## config.mk

```make
export PLATFORM = sky130hd
export DESIGN_NAME = bird_sprite_render
export DESIGN_NICKNAME = d
export VERILOG_FILES = /design/src/rtl/bird_sprite_render.sv
export SDC_FILE = /design/constraint.sdc
export NUM_CORES = 1
export LEC_CHECK = 0
export CAP_MARGIN = 15
export CORE_MARGIN = 2
export CORE_UTILIZATION = 52
export DETAILED_ROUTE_END_ITERATION = 16
export GPL_TIMING_DRIVEN = 0
export PLACE_DENSITY = 0.9
export SKIP_LAST_GASP = 1
export SLEW_MARGIN = 30
export SYNTH_ARGS = -nofsm -noshare
export SYNTH_HDL_FRONTEND = slang
export SYNTH_SLANG_ARGS = --single-unit
```

## constraint.sdc

```tcl
create_clock -name clk -period 7.1 [get_ports clk]
set_input_delay 0.71 -clock clk [delete_from_list [all_inputs] [get_ports clk]]
set_output_delay 0.71 -clock clk [all_outputs]
set_load 0.05 [all_outputs]
```

## src/rtl/bird_sprite_render.sv

```systemverilog
// bird_sprite_render: 3-stage sprite overlay with frame-latched position and ping-pong flap animation.
// Sprite ROMs are 1-cycle BRAMs sharing rom_addr; pix_hit/pix_rgb follow the pixel by 3 cycles.
module bird_sprite_render #(
    parameter int          SPR_W    = 30,
    parameter int          SPR_H    = 30,
    parameter logic [15:0] KEY      = 16'hF81F,
    parameter int          FLAP_DIV = 8
) (
    input  logic        clk,
    input  logic        rst_n,
    input  logic        frame_start,
    input  logic        de,
    input  logic [10:0] pix_x,
    input  logic [10:0] pix_y,
    input  logic [10:0] bird_x,
    input  logic [10:0] bird_y,
    input  logic        flap_en,
    output logic [9:0]  rom_addr,
    input  logic [15:0] rom0_dout,
    input  logic [15:0] rom1_dout,
    input  logic [15:0] rom2_dout,
    output logic        pix_hit,
    output logic [15:0] pix_rgb,
    output logic [1:0]  phase
);
    typedef enum logic [1:0] {S0, S1, S2, S3} state_t;

    localparam logic [10:0] W11      = 11'(SPR_W);
    localparam logic [10:0] H11      = 11'(SPR_H);
    localparam logic [7:0]  DIV_LAST = 8'(FLAP_DIV - 1);

    state_t      state, state_nx;
    logic [7:0]  cnt, cnt_nx;
    logic [10:0] sx, sy, dx, dy;
    logic [9:0]  prod, addr;
    logic        in_box, in_box_d1, in_box_d2, de_d1, de_d2, hit;
    logic [1:0]  ph_d1, ph_d2;
    logic [15:0] data;

    // Offsets wrap, so pixels left of / above the sprite land far outside the box.
    assign dx     = pix_x - sx;
    assign dy     = pix_y - sy;
    assign in_box = (dx < W11) && (dy < H11);
    assign phase  = (state == S2) ? 2'd2 : (state == S0) ? 2'd0 : 2'd1;

    // dy*SPR_W as a constant shift-and-add over the set bits of SPR_W.
    always_comb begin
        prod = '0;
        for (int i = 0; i < 11; i++)
            if (W11[i]) prod = prod + (10'(dy) << i);
        addr = in_box ? prod + 10'(dx) : '0;
    end

    always_comb begin
        state_nx = state;
        cnt_nx   = cnt;
        if (frame_start && flap_en) begin
            cnt_nx = (cnt == DIV_LAST) ? 8'd0 : cnt + 8'd1;
            if (cnt == DIV_LAST) state_nx = state_t'(state + 2'd1);
        end
    end

    assign data = (ph_d2 == 2'd2) ? rom2_dout : (ph_d2 == 2'd1) ? rom1_dout : rom0_dout;
    assign hit  = in_box_d2 & de_d2 & (data != KEY);

    always_ff @(posedge clk or negedge rst_n) begin
        if (!rst_n) begin
            state     <= S0;
            cnt       <= '0;
            sx        <= '0;
            sy        <= '0;
            rom_addr  <= '0;
            in_box_d1 <= 1'b0;
            de_d1     <= 1'b0;
            ph_d1     <= '0;
            in_box_d2 <= 1'b0;
            de_d2     <= 1'b0;
            ph_d2     <= '0;
            pix_hit   <= 1'b0;
            pix_rgb   <= '0;
        end else begin
            if (frame_start) begin
                sx <= bird_x;
                sy <= bird_y;
            end
            state     <= state_nx;
            cnt       <= cnt_nx;
            rom_addr  <= addr;
            in_box_d1 <= in_box;
            de_d1     <= de;
            ph_d1     <= phase;
            in_box_d2 <= in_box_d1;
            de_d2     <= de_d1;
            ph_d2     <= ph_d1;
            pix_hit   <= hit;
            pix_rgb   <= hit ? data : '0;
        end
    end
endmodule

```

---- Word level (Yosys, flattened, before mapping) ----
Cells that the tools add are included.
word-level totals
  bits in writable memories ............... 0
  memories kept ........................... 0
  word-level logic and storage cells ...... 41
  latch bits .............................. 0
  flip-flop bits (word level) ............. 67
  output and inout bits ................... 29
  input bits .............................. 97
  ROM bits ................................ 0
cells by class
  muxes and demuxes ....................... 7
  multipliers ............................. 0
  add/sub/neg operators ................... 8
  shift-type cells ........................ 0
  equal/unequal tests ..................... 5
  magnitude comparators ................... 2
  bitwise operators ....................... 2
  div/mod/pow operators ................... 0
  reduce and logical (&&, ||, !) cells .... 4
operators with widths
  cell                    number
  $mux W16                3
  $add A10 B10 Y10        4
  $lt A11 B5 Y1 const B   2
  $sub A11 B11 Y11        2
  $ne A16 B16 Y1 const B  1
  $mux W10                1
  $add A8 B1 Y8 const B   1
  $eq A8 B3 Y1 const B    1
  $mux W8                 1
  $eq A2 B2 Y1 const B    2
  $add A2 B1 Y2 const B   1
  $and A1 B1 Y1           2
  $eq A2 B1 Y1 const B    1
  $logic_and A1 B1 Y1     2
  $logic_not A2 Y1        1
  $mux W2                 1
  $reduce_and A2 Y1       1
  $mux W1                 1

---- Depth between registers and ports, before layout ----
  word-level depth ........................ 6
  gate-level depth with buffers ........... 19
  gate-level depth less buffers ........... 19

---- Least setup slack after synthesis ----
No wires, ideal clock.
  path kind ............................... input port to flip-flop
  start ................................... input port pix_y[0]
  end ..................................... register rom_addr[9]
  required time ........................... 6.981 ns
  path slack .............................. 2.223 ns
  library setup time ...................... 0.119 ns
  stages .................................. 17
  buffers on the path ..................... 0
  arrival time ............................ 4.758 ns
  cell sequence ........................... inv_1 > ha_1 > inv_1 > fa_1 > xnor2_1 > fa_1 > fa_1 > fa_1 > inv_1 > ha_1 > a21o_1 > a21oi_1 > o21bai_1 > a21oi_1 > xnor3_1 > xnor2_1 > nor2_1
on the way
  longest elaborated chain between the ends .. 6
  elaborated cells on any way between the ends .. 8
  classes of those cells .................. add/sub (5); order compare (1); mux (1); reduce/logical (1)
ends and longest elaborated chain
  element                         line  source
  start: declaration              14    input logic [10:0] pix_y,
  $sub A11 B11 Y11 *              42    assign dy = pix_y - sy;
  $add A10 B10 Y10 (3 in series)  50    if (W11[i]) prod = prod + (10'(dy) << i);
  $add A10 B10 Y10                51    addr = in_box ? prod + 10'(dx) : '0;
  $mux W10 *                      51
  via addr[9]                     35    logic [9:0] prod, addr;
  end signal: assignment          88    rom_addr <= addr;
  end: declaration                18    output logic [9:0] rom_addr,
The timed path passes the listed nets; every way through them passes the cells marked *.
A chain may end at the register's enable or synchronous reset.

---- Worst setup path after layout ----
Same ends and word-level chain as after synthesis.

==> metrics.cfg <==
[setup_path]
worst_setup_path_class=input port to flop
worstPathBufferInverterCount=4
cp_top_family=adder cells
worstPathRequired_ps=7330
critical_path_cell_count=18
crit_path_top_delay_cell=xnor2_1
worst-path-max-fanout=5
reg2reg_slack_ps=2130
critical_path.reg2reg.startpoint=sy[0]
critPathLaunchType=input port
crit_arrival_ps=5630
slowest_delay_ps=610
timing.critical_path.cells=clkdlybuf4s50_1 > inv_1 > ha_1 > inv_1 > fa_1 > xnor2_1 > fa_1 > fa_1 > fa_1 > inv_1 > ha_1 > a21o_1 > a21oi_1 > o21bai_1 > a21oi_1 > xnor3_1 > xnor2_1 > nor2_1
end_kind=flop
reg2reg_depth=16
path_common_cell=fa_1
startpoint=pix_y[0]
setup.worst_path.end=rom_addr[9]
r2r_end=rom_addr[9]

[sta]
fin_hold_ws_ps=300
tightest_slew_ps=728
fin_setup_tns_ps=0
setup_viol=0
final_hold_violations=0
grt_setup_unrepaired=no
finClkSkew_ps=4.48
clock.fmax_mhz=185
min_period_over_period_pct=76.0
finalCriticalPeriod_ps=5400
timing.final.max_slew_violations=0
relSlewSlack_pct=51.1

[clock_tree]
clkSinkCount=67
total_setup_buffers_inserted_after_cts=0
cts_tree=done
clock_tree.buffer_depth=2
cts-buffers-inserted=9
cts_hold_buffers=0
insertion_delay_ps=340
htree_levels=3
path_clk_slew_ps=80
cts-resized-gates=0
clock_tree.root_cell=clkbuf_8

[routing]
wl_per_cell_um=15.6
drc=0
route.vias.total=3714
viasPerCell=5.37
drt-total-wl_um=10800
drt_iter0_markers=95
postRouteAntennaNets=0
first_pass_iters=4

[layout]
design.final.nets=730
syn_to_final_growth_pct=37.1
final_layout_size_suffix_gt1_share_pct=6.31
ff_latch_area_um2=1680
finish.cell_count_without_fillers=691
diodes=0
design_area_um2=6000
nFillCells=586
multi_input_area_um2=2430

[pwr]
total_leakage_power_nw=2.77
power_density_nw_per_um2=352
worst_ir_drop_vdd_uv=284

[die]
floorplan.rows=33
core_area_um2=8180
dieHeight_um=95.7
die_w_um=95.7
fp.dieArea_um2=9160
floorplan.io_pins=126
start_util_pct=53.5

[place]
gp_routability_congestion=0.823
post_dp_cell_area_um2=5780
dp_hpwl_um=8900
portBuffers=125
place.detailed.instances=675

[run]
reported_max_cap_violation_count=0

[synthesis]
netlist_instances=444
synthesis.nets=593
synth.top_cells.by_area=dfrtp_1 (38%), fa_1 (9.6%), ha_1 (8.9%)
ys_seq_elements=67
ys_dominant_reg_cell=dfrtp_1
number_of_enable_type_register_cells_in_the_synthesized_netlist=0
synth_top_cell_by_area=dfrtp_1
mappedNetlistArea_um2=4380
yosysWarnings=0
number_of_distinct_library_cell_variants_in_the_gate_level_netlist_after_synthesis=55
async_flop_share_pct=100
post-synth-top-area-fraction_pct=38.3
seq_area_frac_synth_pct=38.3
synth.avg_cell_area_um2=9.85

[global_routing]
initial_antenna_violation_count=0
grt_first_pass_wirelength_um=17500
globalRouteTotalUtil_pct=24.7
overflow=0
grt_max_degree=36
first_global_vias=3929

[status]
status=completed

[hold_path]
min-delay-path-class=input port to async pin

-- cell usage in the layout (no fill, tap or decap), types with 6 or more instances in the layout --
master	count
nand3_1	10
clkbuf_8	9
nand2_1	26
clkdlybuf4s50_1	124
mux2_2	6
o22ai_1	10
xnor2_1	18
nor2_1	43
o21ai_0	34
ha_1	31
clkbuf_1	7
inv_1	55
a21o_1	7
fa_1	21
o22a_1	9
dfrtp_1	67
a21oi_1	13
nor3_1	10
xor2_1	11
-- layer usage --
metal  vias up  GRT usage (%)  share of wire [%]
met4         0           9.52                2.5
li1       1790              -                  -
met5         -              0                  0
met1      1771           25.9                 38
met3        20           4.70                7.1
met2       133           48.2                 52
-- report_power, final --
part	internal (mW)	leakage, nW	switching, mW
Sequential	0.423	0.867	0.0283
Combinational	0.610	1.79	0.692
Clock	0.200	0.110	0.159
-- layout make-up --
type | instances | share of cell area (%)
timing repair buffer | 126 | 21.2
multi-input combinational | 311 | 40.6
sequential | 67 | 28.0
inverter | 55 | 3.44
clock buffer | 9 | 2.07
buffer | 11 | 0.960
tap | 105 | 2.19
clock inverter | 7 | 1.65
-- kinds of logic (layout without fill, tap and decap cells) --
group / after synthesis / count (layout) / synth area share (%)
buf+inv: 66 / 208 / 6.03
xor+xnor: 31 / 31 / 6.83
mux: 10 / 10 / 2.46
simple gates: 122 / 122 / 13.5
fa+ha+maj: 52 / 52 / 18.5
compound gates: 96 / 96 / 14.4
flops: 67 / 67 / 38.3
-- synth_stat cells, types with 4 or more instances --
| cell | n |
|---|---|
| a21o_1 | 7 |
| a21oi_1 | 13 |
| clkbuf_1 | 7 |
| dfrtp_1 | 67 |
| fa_1 | 21 |
| ha_1 | 31 |
| inv_1 | 55 |
| mux2_2 | 6 |
| mux2i_1 | 4 |
| nand2_1 | 26 |
| nand3_1 | 10 |
| nor2_1 | 43 |
| nor2b_1 | 5 |
| nor3_1 | 10 |
| nor4_1 | 4 |
| o21ai_0 | 34 |
| o22a_1 | 9 |
| o22ai_1 | 10 |
| xnor2_1 | 18 |
| xor2_1 | 11 |
-- registers in the layout, summed over array words and instances (netlist names) --
| name | count |
|---|---|
| ph_d2 | 2 |
| sy | 11 |
| rom_addr | 10 |
| state | 2 |
| de_d1 | 1 |
| in_box_d1 | 1 |
| in_box_d2 | 1 |
| cnt | 8 |
| pix_hit | 1 |
| de_d2 | 1 |
| sx | 11 |
| pix_rgb | 16 |
| ph_d1 | 2 |
-- worst reg2reg max path, stage by stage (launching register included) --
cell and delay (ps):
dfrtp_1 390, ha_1 190, inv_1 60, fa_1 410
xnor2_1 610, fa_1 570, fa_1 490, fa_1 580
inv_1 60, ha_1 280, a21o_1 170, a21oi_1 230
o21bai_1 90, a21oi_1 200, xnor3_1 260, xnor2_1 200
nor2_1 70
-- metrics by stage --
step	worst slack (ps)	power [mW]	utilization, %
3_5_place_dp	1300	1.76	70.6
3_3_place_gp	1450	1.69	70.4
2_1_floorplan	2220	1.46	-
5_1_grt	1400	2.32	73.4
6_report	1700	2.11	73.4
4_1_cts	1630	2.13	73.4
-- how the worst min path moves through the flow --
stage / end / slack [ps] / depth (start not counted)
after floorplan: de_d2 / 330 / 0
after global placement: ph_d2[1] / 330 / 0
after detailed placement: ph_d2[1] / 340 / 0
after CTS: sy[2] / 310 / 1
after global routing: pix_rgb[5] / 330 / 1
final: sy[2] / 300 / 1
(Power assumes the default switching activity.)
